File: src/rtl/uart_rx.sv
// uart_rx -- oversampled 8N1 UART receiver.
//
// Deserialises an asynchronous serial line, LSB first, sampling each bit at
// its centre using an OVERSAMPLE x baud clock. Each correctly framed byte is
// presented on rx_dout with a one-cycle rx_done_tk tick. A low stop bit
// raises a one-cycle rx_frame_err and the receiver then waits for the line
// to return high before it hunts for a new start bit.
//
// Ports:
//   BCLK         in   baud-oversample clock (OVERSAMPLE x baud rate)
//   reset        in   asynchronous, active-high reset
//   rx           in   raw serial line, asynchronous to BCLK, idle high
//   rx_dout      out  last correctly framed byte (bit 0 = first data bit)
//   rx_done_tk   out  one-cycle pulse, rx_dout has just been updated
//   rx_frame_err out  one-cycle pulse, stop bit was sampled low
//   rx_busy      out  high whenever the receiver is not idle
module uart_rx #(
  parameter int OVERSAMPLE = 16,
  parameter int DATA_WIDTH = 8,
  parameter int DATA_BITS  = $clog2(DATA_WIDTH)
) (
  input  logic                  BCLK,
  input  logic                  reset,
  input  logic                  rx,
  output logic [DATA_WIDTH-1:0] rx_dout,
  output logic                  rx_done_tk,
  output logic                  rx_frame_err,
  output logic                  rx_busy
);

  localparam int TICK_W = $clog2(OVERSAMPLE);

  // Half a bit after the falling edge lands in the middle of the start bit;
  // from there every full bit period lands in the middle of the next bit.
  localparam logic [TICK_W-1:0]    TICK_MID  = TICK_W'(OVERSAMPLE / 2 - 1);
  localparam logic [TICK_W-1:0]    TICK_LAST = TICK_W'(OVERSAMPLE - 1);
  localparam logic [DATA_BITS-1:0] BIT_LAST  = DATA_BITS'(DATA_WIDTH - 1);

  typedef enum logic [2:0] {
    IDLE,
    START,
    DATA,
    STOP,
    BREAK
  } state_t;

  state_t                state;
  logic [TICK_W-1:0]     tick;
  logic [DATA_BITS-1:0]  bit_cnt;
  logic [DATA_WIDTH-1:0] shift;
  logic                  rx_meta;
  logic                  rx_sync;

  // Synchroniser stage: both flops reset to the idle (high) line level so a
  // reset never looks like a start bit.
  always_ff @(posedge BCLK or posedge reset) begin
    if (reset) begin
      rx_meta <= 1'b1;
      rx_sync <= 1'b1;
    end else begin
      rx_meta <= rx;
      rx_sync <= rx_meta;
    end
  end

  // Receive FSM stage: all outputs are registered here. The tick counter is
  // cleared on every state change so each state measures from its own entry.
  always_ff @(posedge BCLK or posedge reset) begin
    if (reset) begin
      state        <= IDLE;
      tick         <= '0;
      bit_cnt      <= '0;
      shift        <= '0;
      rx_dout      <= '0;
      rx_done_tk   <= 1'b0;
      rx_frame_err <= 1'b0;
      rx_busy      <= 1'b0;
    end else begin
      rx_done_tk   <= 1'b0;
      rx_frame_err <= 1'b0;

      case (state)
        IDLE: begin
          tick <= '0;
          if (!rx_sync) begin
            state   <= START;
            rx_busy <= 1'b1;
          end
        end

        START: begin
          if (tick == TICK_MID) begin
            tick <= '0;
            if (!rx_sync) begin
              state   <= DATA;
              bit_cnt <= '0;
            end else begin
              // Line is back high mid start bit: a glitch, not a frame.
              state   <= IDLE;
              rx_busy <= 1'b0;
            end
          end else begin
            tick <= tick + 1'b1;
          end
        end

        DATA: begin
          if (tick == TICK_LAST) begin
            tick  <= '0;
            // LSB arrives first, so shifting right leaves it in bit 0.
            shift <= {rx_sync, shift[DATA_WIDTH-1:1]};
            if (bit_cnt == BIT_LAST) begin
              state <= STOP;
            end else begin
              bit_cnt <= bit_cnt + 1'b1;
            end
          end else begin
            tick <= tick + 1'b1;
          end
        end

        STOP: begin
          if (tick == TICK_LAST) begin
            tick <= '0;
            if (rx_sync) begin
              rx_dout    <= shift;
              rx_done_tk <= 1'b1;
              state      <= IDLE;
              rx_busy    <= 1'b0;
            end else begin
              rx_frame_err <= 1'b1;
              state        <= BREAK;
            end
          end else begin
            tick <= tick + 1'b1;
          end
        end

        BREAK: begin
          // Hold off until the line recovers so a stuck-low line yields a
          // single framing error rather than a stream of bogus frames.
          tick <= '0;
          if (rx_sync) begin
            state   <= IDLE;
            rx_busy <= 1'b0;
          end
        end

        default: begin
          state   <= IDLE;
          tick    <= '0;
          rx_busy <= 1'b0;
        end
      endcase
    end
  end

endmodule

File: config.mk
export PLATFORM = sky130hd
export DESIGN_NAME = uart_rx
export DESIGN_NICKNAME = d
export VERILOG_FILES = /design/src/rtl/uart_rx.sv
export SDC_FILE = /design/constraint.sdc
export NUM_CORES = 1
export LEC_CHECK = 0
export CORE_MARGIN = 2
export CORE_UTILIZATION = 55
export DETAILED_ROUTE_END_ITERATION = 10
export GPL_TIMING_DRIVEN = 0
export PLACE_DENSITY = 0.8
export REMOVE_ABC_BUFFERS = 1
export SLEW_MARGIN = 10
export SYNTH_ARGS = -nofsm -noshare
export SYNTH_HDL_FRONTEND = slang
export SYNTH_SLANG_ARGS = --single-unit
File: constraint.sdc
create_clock -name BCLK -period 1.9 [get_ports BCLK]
set_clock_uncertainty 0.05 [all_clocks]
set_input_delay 0.285 -clock BCLK [delete_from_list [all_inputs] [get_ports BCLK]]
set_output_delay 0.285 -clock BCLK [all_outputs]
set_load 0.02 [all_outputs]
# Yosys cells after proc, flatten, opt, wreduce, memory -nomap -nowiden
# Index checks and enable logic that the tools add are counted.
[word_totals]
elab_cells = 64
reg_bits = 31
input_bits = 3
output_inout_bits = 11
[op_classes]
n_eq_ne = 15
add_sub_neg = 2
n_reduce_logical = 8
n_bitwise = 1
mux = 28
[ops]
columns = ["cell", "n"]
rows = [
  ["3-bit two-way mux", 11],
  ["2-bit != test, second input constant", 8],
  ["3-bit one-hot mux with 5 select lines", 1],
  ["1-bit two-way mux", 10],
  ["4-bit two-way mux", 2],
  ["4-bit one-hot mux with 2 select lines", 1],
  ["3-bit by 2-bit == test with 1-bit output, second input constant", 2],
  ["3-bit == test, second input constant", 2],
  ["3-bit one-hot mux with 2 select lines", 1],
  ["6-bit AND reduction", 1],
  ["1-bit one-hot mux with 5 select lines", 1],
  ["5-bit AND reduction", 1],
  ["4-bit by 1-bit adder with 4-bit output, second input constant", 1],
  ["4-bit by 3-bit == test with 1-bit output, second input constant", 1],
  ["4-bit == test, second input constant", 1],
  ["4-bit AND reduction", 1],
  ["3-bit by 1-bit adder with 3-bit output, second input constant", 1],
  ["3-bit by 1-bit == test with 1-bit output, second input constant", 1],
  ["3-bit zero test", 1],
  ["3-bit AND reduction", 1],
  ["2-bit two-way mux", 1],
  ["2-bit AND reduction", 1],
  ["2-bit nonzero test", 1],
  ["2-bit OR reduction", 1],
  ["1-bit NOT", 1],
]

# Longest topological paths before layout
# Gate-level depths: netlist of the first run.
[depth]
word_depth = 4
depth_mapped = 5
mapped_depth_nobuf = 5

# Least setup slack after synthesis of the first run
# OpenSTA, ideal clock, no wires.
[synth_timing]
path_kind = "register to register"
startpoint = "register tick[0]"
endpoint = "register shift[0]"
n_path_buf = 1
setup_slack_ns = 0.274
stages_incl_launch_ff = 6
arrival_ns = 1.451
setup_time_ns = 0.125
cell_sequence = "dfrtp_1 -> ha_1 -> and4b_4 -> and2_1 -> buf_6 -> mux2_2"
[synth_via]
elab_chain_len = 2
[synth_rtl]
columns = ["element", "line_no", "source"]
rows = [
  ["start: declaration", "48", "logic [TICK_W-1:0] tick;"],
  ["start signal: assignment", "103", "tick <= tick + 1'b1;"],
  ["start signal: assignment", "118", "tick <= tick + 1'b1;"],
  ["start signal: assignment", "135", "tick <= tick + 1'b1;"],
  ["4-bit == test", "108", "if (tick == TICK_LAST) begin"],
  ["2-bit AND reduction (no source line)", "--", ""],
  ["end signal: assignment", "111", "shift <= {rx_sync, shift[DATA_WIDTH-1:1]};"],
  ["end: declaration", "50", "logic [DATA_WIDTH-1:0] shift;"],
]
# No other way between the ends.
# A chain may end at the register's enable or synchronous reset.

# Worst setup path in the final report of the first run
[layout_timing]
startpoint = "register state[1]"
endpoint = "register shift[7]"
[layout_via]
elab_chain_len = 2
[layout_rtl]
columns = ["element", "line_no", "source"]
rows = [
  ["start: declaration", "47", "state_t state;"],
  ["start signal: assignment", "70", "state <= IDLE;"],
  ["start signal: assignment", "86", "state <= START;"],
  ["start signal: assignment", "95", "state <= DATA;"],
  ["3-bit by 2-bit == test with 1-bit output", "82", "case (state)"],
  ["2-bit AND reduction (no source line)", "--", ""],
]
# No other way between the ends.

==> results.sh, run 1 <==
export IMPL_die_height_microns=54.3
export IMPL_cap_violations=0
export IMPL_start_util=0.572
export IMPL_finalWirelength_microns=2230
export IMPL_crit_arrival_ns=1.95
export IMPL_worst_slew_pin_slew_ns=1.04
export IMPL_drtIter0Drc=7
export IMPL_powerDensity_mw_per_mm2=1050
export IMPL_status="complete, no violations"
export IMPL_diodes=0
export IMPL_muxShareOfSynthArea=0.129
export IMPL_pre_cts_ws_ns=-0.0765
export IMPL_wl_per_cell_microns=14.2
export IMPL_port_buffers=13
export IMPL_regToRegEndpoint="shift[7]$_DFFE_PP0P_"
export IMPL_hold_viol=0
export IMPL_rows=18
export IMPL_synth_compound_area_share=0.0800
export IMPL_syn_area_per_cell_sq_um=12.5
export IMPL_drt_first_pass_iters=3
export IMPL_rr_startpoint="state[1]$_DFFE_PP0P_"
export IMPL_die_w_microns=54.3
export IMPL_synth_top_family_by_area="simple AND/OR/NAND/NOR gates"
export IMPL_maxSlewViolCount=0
export IMPL_vias=870
export IMPL_yosysUniqueCellTypes=34
export IMPL_ys_async_sr_fraction=1.00
export IMPL_drc=0
export IMPL_ios=14
export IMPL_cts_setup_buffers=0
export IMPL_r2r_cells=3
export IMPL_synth_fa_ha_area_frac=0.0342
export IMPL_layout_commonest_cell="dfrtp_1"
export IMPL_synth_seq_cells=31
export IMPL_syn_inst=111
export IMPL_place_inst=149
export IMPL_htreeDepth=2
export IMPL_cts_tree="done"
export IMPL_instances_no_fill=157
export IMPL_antenna_found_initial=0
export IMPL_grt_use_total=0.185
export IMPL_hold_path_class="flip-flop to flip-flop"
export IMPL_final_cell_mix="29 x dfrtp_1, 16 x mux2_2, 13 x clkdlybuf4s50_1"
export IMPL_synth_edf_count=0
export IMPL_grt_pass1_vias=828
export IMPL_root_buffer="clkbuf_4"
export IMPL_path_max_fanout=12
export IMPL_yosys_warnings=0
export IMPL_min_path_cells=0
export IMPL_ys_flop_type="dfrtp_1"
export IMPL_cp_end_kind="flip-flop"
export IMPL_core_area_sq_mm=0.00243
export IMPL_synthSimpleGateAreaFrac=0.136
export IMPL_rsz0062_at_grt="false"
export IMPL_clkSlewWorstSetupHoldPaths_ns=0.10
export IMPL_antenna_left=0
export IMPL_critPathLaunchType="flip-flop"
export IMPL_worstPathRequired_ns=2.06
export IMPL_final_setup_worst_slack_ns=0.114
export IMPL_synth_xor_area_share=0.0189
export IMPL_syn_to_final_growth_pct=14.9
export IMPL_gp_congestion=0.722
export IMPL_die_area_sq_mm=0.00295
export IMPL_dp_hpwl_microns=1580
export IMPL_clk_latency_ns=0.32
export IMPL_relSlewSlack=0.303
export IMPL_fin_crit_sh=0.940
export IMPL_seq_area_frac_synth=0.559
export IMPL_r2r_slack_ns=0.11
export IMPL_setup_violations=0
export IMPL_peakVddDrop_mv=0.861
export IMPL_clockBufferDepth=2
export IMPL_clock_sinks=31
export IMPL_min_from="rx_meta$_DFF_PP1_"
export IMPL_overflow=0
export IMPL_crit_type="flip-flop to flip-flop"
export IMPL_grt_start_max_net_pins=32
export IMPL_syn_area_sq_mm=0.00139
export IMPL_fillers=202
export IMPL_nNetsFinal=132
export IMPL_period_needed_ns=1.79
export IMPL_grt_pass1_wl_microns=3730
export IMPL_drive_above_1_share=0.260
export IMPL_hold_path_end="rx_sync$_DFF_PP1_"
export IMPL_cts_buffers=5
export IMPL_p_leak_nw=0.729
export IMPL_max_freq_mhz=560
export IMPL_avgViaCountPerCell=5.54
-- logic make-up after synthesis --
family / after synthesis
buf+inv: 11
mux: 16
fa+ha+maj: 4
xor+xnor: 3
compound gates: 16
simple gates: 30
flops: 31
-- flip-flops by register name, indices dropped and copies added, names as in the netlist --
| register | count |
|---|---|
| tick | 4 |
| shift | 8 |
| rx_meta | 1 |
| bit_cnt | 3 |
| rx_busy | 1 |
| rx_done_tk | 1 |
| state | 3 |
| rx_frame_err | 1 |
| rx_dout | 8 |
| rx_sync | 1 |
-- where the power goes --
group	total [mW]	internal, mW	switching (mW)
logic	0.366	0.192	0.174
clock network	0.439	0.216	0.222
registers	0.882	0.745	0.137
-- cells in the mapped netlist (2+ instances only) --
master,n,area share
dfrtp_1,29,0.52
mux2_2,16,0.13
inv_1,6,0.016
a31oi_1,5,0.022
nand2_1,5,0.013
and2_1,4,0.018
nand3_1,4,0.014
nor2_1,4,0.011
a21oi_1,3,0.011
ha_1,3,0.027
buf_2,2,0.0072
buf_6,2,0.016
dfstp_2,2,0.038
nor2b_1,2,0.0090
nor3_1,2,0.0072
o221ai_1,2,0.013
or2_2,2,0.0090
xnor2_1,2,0.013
-- final cells by class --
class / instances / area, sq um / share of cell area
Clock buffer: 7 / 65.1 / 0.0407
Clock inverter: 1 / 7.51 / 0.00469
Inverter: 6 / 22.5 / 0.0141
Multi-Input combinational cell: 69 / 558 / 0.349
Sequential cell: 31 / 778 / 0.487
Tap cell: 30 / 37.5 / 0.0235
Timing Repair Buffer: 13 / 130 / 0.0814
-- worst max-delay path, stage by stage (launching register included) --
cell and delay [ns]:
dfrtp_1 0.60, nor2b_2 0.35, and2_2 0.32, mux2_2 0.36
-- stage by stage --
stage	hold slack (ns)	area [sq um]	utilization	total power [mW]	TNS, ns
after floorplan	0.239	1360	-	1.16	0
after global placement	0.298	1520	0.626	1.24	-0.425
after detailed placement	0.297	1520	0.626	1.26	-0.517
after CTS	0.302	1600	0.656	1.70	0
after global routing	0.296	1600	0.657	1.81	0
final	0.308	1600	0.657	1.69	0
-- how the worst max path moves through the flow --
stage,end,startpoint,depth (start not counted),slack [ns]
final,shift[7]$_DFFE_PP0P_,state[1]$_DFFE_PP0P_,3,0.11
after global routing,shift[3]$_DFFE_PP0P_,state[1]$_DFFE_PP0P_,3,0.03
after CTS,shift[7]$_DFFE_PP0P_,state[1]$_DFFE_PP0P_,3,0.02
after detailed placement,shift[4]$_DFFE_PP0P_,state[1]$_DFFE_PP0P_,3,-0.08
after global placement,shift[5]$_DFFE_PP0P_,state[1]$_DFFE_PP0P_,3,-0.06
after floorplan,shift[0]$_DFFE_PP0P_,state[1]$_DFFE_PP0P_,3,0.18
-- per-layer routing --
metal,vias to the layer above,GRT usage,routed length (microns)
li1,426,-,-
met1,429,0.245,1020
met2,12,0.275,1090
met3,3,0.0710,94
met4,0,0.0750,25
met5,-,0,0
-- what timing repair did --
action,CTS,global route
resized for setup,1,1
endpoints found under the setup margin,8,8
hold buffers,0,0
Note: power is estimated with default switching activity, not from simulation.
==> run 2: changes to the inputs <==
--- a/config.mk
+++ b/config.mk
@@ -6,10 +6,10 @@
 export NUM_CORES = 1
 export LEC_CHECK = 0
 export CORE_MARGIN = 2
-export CORE_UTILIZATION = 55
+export CORE_UTILIZATION = 58
 export DETAILED_ROUTE_END_ITERATION = 10
 export GPL_TIMING_DRIVEN = 0
-export PLACE_DENSITY = 0.8
+export PLACE_DENSITY = 0.84
 export REMOVE_ABC_BUFFERS = 1
 export SLEW_MARGIN = 10
 export SYNTH_ARGS = -nofsm -noshare
==> constraint.sdc (replaced) <==
create_clock -name BCLK -period 2.1 [get_ports BCLK]
set_clock_uncertainty 0.05 [all_clocks]
set_input_delay 0.315 -clock BCLK [delete_from_list [all_inputs] [get_ports BCLK]]
set_output_delay 0.315 -clock BCLK [all_outputs]
set_load 0.02 [all_outputs]
==> results.sh, run 2 (same netlist as run 1, synthesis figures left out) <==
export IMPL_period_needed_ns=2.05
export IMPL_die_height_microns=53.0
export IMPL_placed_area_sq_mm=0.00152
export IMPL_die_w_microns=53.0
export IMPL_powerDensity_mw_per_mm2=956
export IMPL_p_int_mw=1.04
export IMPL_antenna_left=0
export IMPL_hold_slack_ns=0.310
export IMPL_cts_buffers=5
export IMPL_rows=17
export IMPL_drt_first_pass_iters=4
export IMPL_endpoint="shift[2]$_DFFE_PP0P_"
export IMPL_path_max_fanout=12
export IMPL_drc=0
export IMPL_tns_ns=0
export IMPL_final_setup_worst_slack_ns=0.0498
export IMPL_antenna_found_initial=0
export IMPL_drtIter0Drc=18
export IMPL_hold_path_class="input pin to asynchronous set/reset pin"
export IMPL_syn_to_final_growth_pct=14.5
export IMPL_critPathLaunchType="flip-flop"
export IMPL_final_area_sq_mm=0.00159
export IMPL_maxSlewViolCount=0
export IMPL_gp_congestion=0.743
export IMPL_grt_pass1_wl_microns=3930
export IMPL_drive_above_1_share=0.252
export IMPL_grt_use_total=0.212
export IMPL_layout_commonest_cell="dfrtp_1"
export IMPL_vias=883
export IMPL_ios=14
export IMPL_critical_path_startpoint="state[1]$_DFFE_PP0P_"
export IMPL_cts_tree="done"
export IMPL_core_area_sq_mm=0.00223
export IMPL_max_freq_mhz=488
export IMPL_htreeDepth=2
export IMPL_grt_pass1_vias=873
export IMPL_rr_startpoint="state[1]$_DFFE_PP0P_"
export IMPL_utilization=0.713
export IMPL_crit_slowest_cell="dfrtp_1"
export IMPL_wl_per_cell_microns=14.7
export IMPL_rsz0062_at_grt="false"
export IMPL_crit_type="flip-flop to flip-flop"
export IMPL_clk_latency_ns=0.33
export IMPL_setup_violations=0
export IMPL_avgViaCountPerCell=5.70
export IMPL_fillers=158
export IMPL_crit_arrival_ns=2.22
export IMPL_worst_slew_pin_slew_ns=0.601
export IMPL_cts_setup_buffers=0
export IMPL_p_clk_frac=0.257
export IMPL_fin_crit_sh=0.976
export IMPL_cap_violations=0
export IMPL_start_util=0.623
export IMPL_dp_hpwl_microns=1620
export IMPL_worstPathRequired_ns=2.27
export IMPL_seqPwrFrac=0.526
export IMPL_crit_chain="nor2b_1 -> and2_1 -> mux2_2"
export IMPL_clock_sinks=31
export IMPL_p_leak_nw=0.730
export IMPL_hold_viol=0
export IMPL_root_buffer="clkbuf_4"
export IMPL_r2r_cells=3
export IMPL_relSlewSlack=0.598
export IMPL_swShare=0.316
export IMPL_ctsResizeCount=0
export IMPL_port_buffers=13
export IMPL_hold_buffers=0
export IMPL_clockBufferDepth=2
export IMPL_nNetsFinal=132
export IMPL_clkSlewWorstSetupHoldPaths_ns=0.10
export IMPL_cpPeakStageDelay_ns=0.61
export IMPL_regToRegEndpoint="shift[2]$_DFFE_PP0P_"
export IMPL_pre_cts_ws_ns=0.0814
export IMPL_cp_end_kind="flip-flop"
export IMPL_switchingPower_mw=0.481
export IMPL_final_cell_mix="29 x dfrtp_1, 16 x mux2_2, 13 x clkdlybuf4s50_1"
export IMPL_combPwrFrac=0.217
export IMPL_r2r_slack_ns=0.05
export IMPL_finalWirelength_microns=2280
export IMPL_overflow=0
export IMPL_status="complete, no violations"
export IMPL_peakVddDrop_mv=0.873
export IMPL_diodes=0
export IMPL_biggestRegsByFlops="rx_dout: 8 flops, shift: 8 flops, tick: 4 flops"
export IMPL_die_area_sq_mm=0.00281
export IMPL_grt_start_max_net_pins=32
-- run 2: cell count changes in the layout (fill, tap and decap cells not counted), sizes merged --
cell    previous run  this run
inv                5         6
clkinv             1         0
-- run 2: worst min path at each step --
stage,slack (ns),endpoint,from
2_1_floorplan,0.27,rx_meta$_DFF_PP1_,rx
3_3_place_gp,0.30,rx_sync$_DFF_PP1_,rx_meta$_DFF_PP1_
3_5_place_dp,0.30,rx_sync$_DFF_PP1_,rx_meta$_DFF_PP1_
4_1_cts,0.31,rx_sync$_DFF_PP1_,rx_meta$_DFF_PP1_
5_1_grt,0.30,rx_meta$_DFF_PP1_,rx
6_report,0.31,shift[3]$_DFFE_PP0P_,reset
-- run 2: critical path: cells and delay by family, from the launching register on --
family           cells  cell delay, ns
AND/OR/NAND/NOR      2            0.89
flip-flops           1            0.61
multiplexers         1            0.39
-- run 2: routing by layer --
layer,vias up,wire [microns],GRT usage
met2,16,1100,0.329
li1,429,-,-
met5,-,0,0
met3,5,96,0.0932
met1,433,1030,0.237
met4,0,60,0.132
-- run 2: cell type report --
type | instances | area [sq um] | area share
clock buffers | 7 | 65.1 | 0.0408
clock inverters | 1 | 7.51 | 0.00471
inverters | 6 | 22.5 | 0.0141
multi-input cells | 69 | 554 | 0.348
flip-flops and latches | 31 | 778 | 0.489
well taps | 28 | 35.0 | 0.0220
repair buffers | 13 | 130 | 0.0817
-- run 2: power by group through the flow --
| stage | Combinational, mW | Clock (mW) | Sequential (mW) |
|---|---|---|---|
| after floorplan | 0.255 | 0 | 0.790 |
| after global placement | 0.317 | 0 | 0.802 |
| after detailed placement | 0.334 | 0 | 0.811 |
| after CTS | 0.333 | 0.402 | 0.799 |
| after global routing | 0.374 | 0.435 | 0.814 |
| final | 0.330 | 0.392 | 0.801 |
-- run 2: stage by stage --
step,cells,total power [mW]
floorplan,106,1.05
global placement,147,1.12
detailed placement,147,1.15
CTS,155,1.53
global route,155,1.62
finish,155,1.52
==> run 3: changes to the inputs <==
--- a/config.mk
+++ b/config.mk
@@ -5,11 +5,12 @@
 export SDC_FILE = /design/constraint.sdc
 export NUM_CORES = 1
 export LEC_CHECK = 0
+export CAP_MARGIN = 20
 export CORE_MARGIN = 2
-export CORE_UTILIZATION = 58
+export CORE_UTILIZATION = 59
 export DETAILED_ROUTE_END_ITERATION = 10
 export GPL_TIMING_DRIVEN = 0
-export PLACE_DENSITY = 0.84
+export PLACE_DENSITY = 0.85
 export REMOVE_ABC_BUFFERS = 1
 export SLEW_MARGIN = 10
 export SYNTH_ARGS = -nofsm -noshare
==> results.sh, run 3 (same netlist as run 1, synthesis figures left out) <==
export IMPL_die_area_sq_mm=0.00276
export IMPL_ios=14
export IMPL_avgViaCountPerCell=5.97
export IMPL_cts_buffers=5
export IMPL_antenna_found_initial=0
export IMPL_path_max_fanout=12
export IMPL_die_height_microns=52.6
export IMPL_dp_hpwl_microns=1630
export IMPL_die_w_microns=52.6
export IMPL_drtIter0Drc=23
export IMPL_grt_pass1_wl_microns=4050
export IMPL_core_area_sq_mm=0.00221
export IMPL_drive_above_1_share=0.258
export IMPL_root_buffer="clkbuf_4"
export IMPL_start_util=0.629
export IMPL_final_area_sq_mm=0.00164
export IMPL_final_cell_mix="29 x dfrtp_1, 16 x mux2_2, 13 x clkdlybuf4s50_1, 6 x inv_1"
export IMPL_utilization=0.739
export IMPL_antenna_left=0
export IMPL_diodes=0
export IMPL_port_buffers=13
export IMPL_cap_violations=0
export IMPL_crit_slowest_cell="dfrtp_1"
export IMPL_critPathLaunchType="flip-flop"
export IMPL_overflow=0
export IMPL_cp_num_buf_inv=0
export IMPL_htreeDepth=2
export IMPL_clock_sinks=31
export IMPL_hold_buffers=0
export IMPL_crit_chain="nor2b_1 -> and2_2 -> mux2_2"
export IMPL_cts_tree="done"
export IMPL_rr_startpoint="state[1]$_DFFE_PP0P_"
export IMPL_finalWirelength_microns=2350
export IMPL_tns_ns=0
export IMPL_period_needed_ns=1.92
export IMPL_path_delay_family="simple AND/OR/NAND/NOR gates"
export IMPL_cts_setup_buffers=0
export IMPL_maxSlewViolCount=0
export IMPL_fin_crit_sh=0.915
export IMPL_max_freq_mhz=521
export IMPL_worstPathRequired_ns=2.25
export IMPL_crit_type="flip-flop to flip-flop"
export IMPL_cpPeakStageDelay_ns=0.60
export IMPL_gp_congestion=0.798
export IMPL_status="complete, no violations"
export IMPL_relSlewSlack=0.705
export IMPL_clkSlewWorstSetupHoldPaths_ns=0.10
export IMPL_placed_area_sq_mm=0.00155
export IMPL_rows=17
export IMPL_peakVddDrop_mv=0.789
export IMPL_grt_start_max_net_pins=23
export IMPL_p_leak_nw=0.755
export IMPL_clk_latency_ns=0.32
export IMPL_powerDensity_mw_per_mm2=990
export IMPL_rsz0062_at_grt="false"
export IMPL_ctsResizeCount=0
export IMPL_nNetsFinal=133
export IMPL_cp_end_kind="flip-flop"
export IMPL_worst_slew_pin_slew_ns=0.442
export IMPL_wl_per_cell_microns=15.1
export IMPL_grt_use_total=0.214
export IMPL_r2r_slack_ns=0.18
export IMPL_layout_commonest_cell="dfrtp_1"
export IMPL_vias=931
export IMPL_crit_arrival_ns=2.07
export IMPL_clockBufferDepth=2
export IMPL_regToRegEndpoint="shift[6]$_DFFE_PP0P_"
export IMPL_hold_path_class="input pin to asynchronous set/reset pin"
export IMPL_r2r_cells=3
export IMPL_biggestRegsByFlops="rx_dout: 8 flops, shift: 8 flops, tick: 4 flops"
export IMPL_hold_viol=0
export IMPL_drc=0
export IMPL_syn_to_final_growth_pct=17.5
export IMPL_grt_pass1_vias=876
export IMPL_drt_first_pass_iters=4
export IMPL_setup_violations=0
run 3: cell types whose count changed in the layout (fill, tap and decap cells not counted), sizes merged:
cell      change
clkinvlp      -1
clkinv        +1
buf           +1
clkbuf        -1
bufinv        +1
run 3: how the worst max path moves through the flow:
| stage | from | to | slack, ns | cells past startpoint |
|---|---|---|---|---|
| 3_3_place_gp | state[1]$_DFFE_PP0P_ | shift[4]$_DFFE_PP0P_ | 0.16 | 3 |
| 5_1_grt | state[1]$_DFFE_PP0P_ | shift[6]$_DFFE_PP0P_ | 0.08 | 3 |
| 6_report | state[1]$_DFFE_PP0P_ | shift[6]$_DFFE_PP0P_ | 0.18 | 3 |
| 2_1_floorplan | state[1]$_DFFE_PP0P_ | shift[0]$_DFFE_PP0P_ | 0.38 | 3 |
| 4_1_cts | state[1]$_DFFE_PP0P_ | shift[6]$_DFFE_PP0P_ | 0.07 | 3 |
| 3_5_place_dp | state[1]$_DFFE_PP0P_ | shift[3]$_DFFE_PP0P_ | 0.11 | 3 |
run 3: metal layers:
metal | track usage | part of all wire
met4 | 0.103 | 0.013
met1 | 0.261 | 0.43
met5 | 0 | 0
met2 | 0.333 | 0.51
met3 | 0.0829 | 0.042
run 3: layout make-up:
class	count	area, sq um
Sequential cell	31	778
Fill cell	153	577
Multi-Input combinational cell	69	556
Timing Repair Buffer	14	158
Clock buffer	6	51.3
Clock inverter	2	35.0
Tap cell	28	35.0
Inverter	6	22.5
run 3: worst reg2reg max path: stages, from the launching register on:
cell and delay, ns:
dfrtp_1 0.60, nor2b_1 0.42, and2_2 0.36, mux2_2 0.37
run 3: through the flow:
stage / power (mW) / std cells / worst slack, ns / hold slack (ns)
final: 1.62 / 156 / 0.179 / 0.229
after global routing: 1.70 / 156 / 0.0750 / 0.263
after CTS: 1.63 / 156 / 0.0746 / 0.229
after detailed placement: 1.14 / 148 / 0.115 / 0.299
after global placement: 1.12 / 147 / 0.164 / 0.297
after floorplan: 1.05 / 106 / 0.381 / 0.269
run 3: power breakdown:
part	total, mW	switching [mW]	internal (mW)	leakage, nW
Combinational	0.336	0.160	0.176	0.300
Sequential	0.800	0.126	0.674	0.407
Clock	0.484	0.203	0.281	0.0482
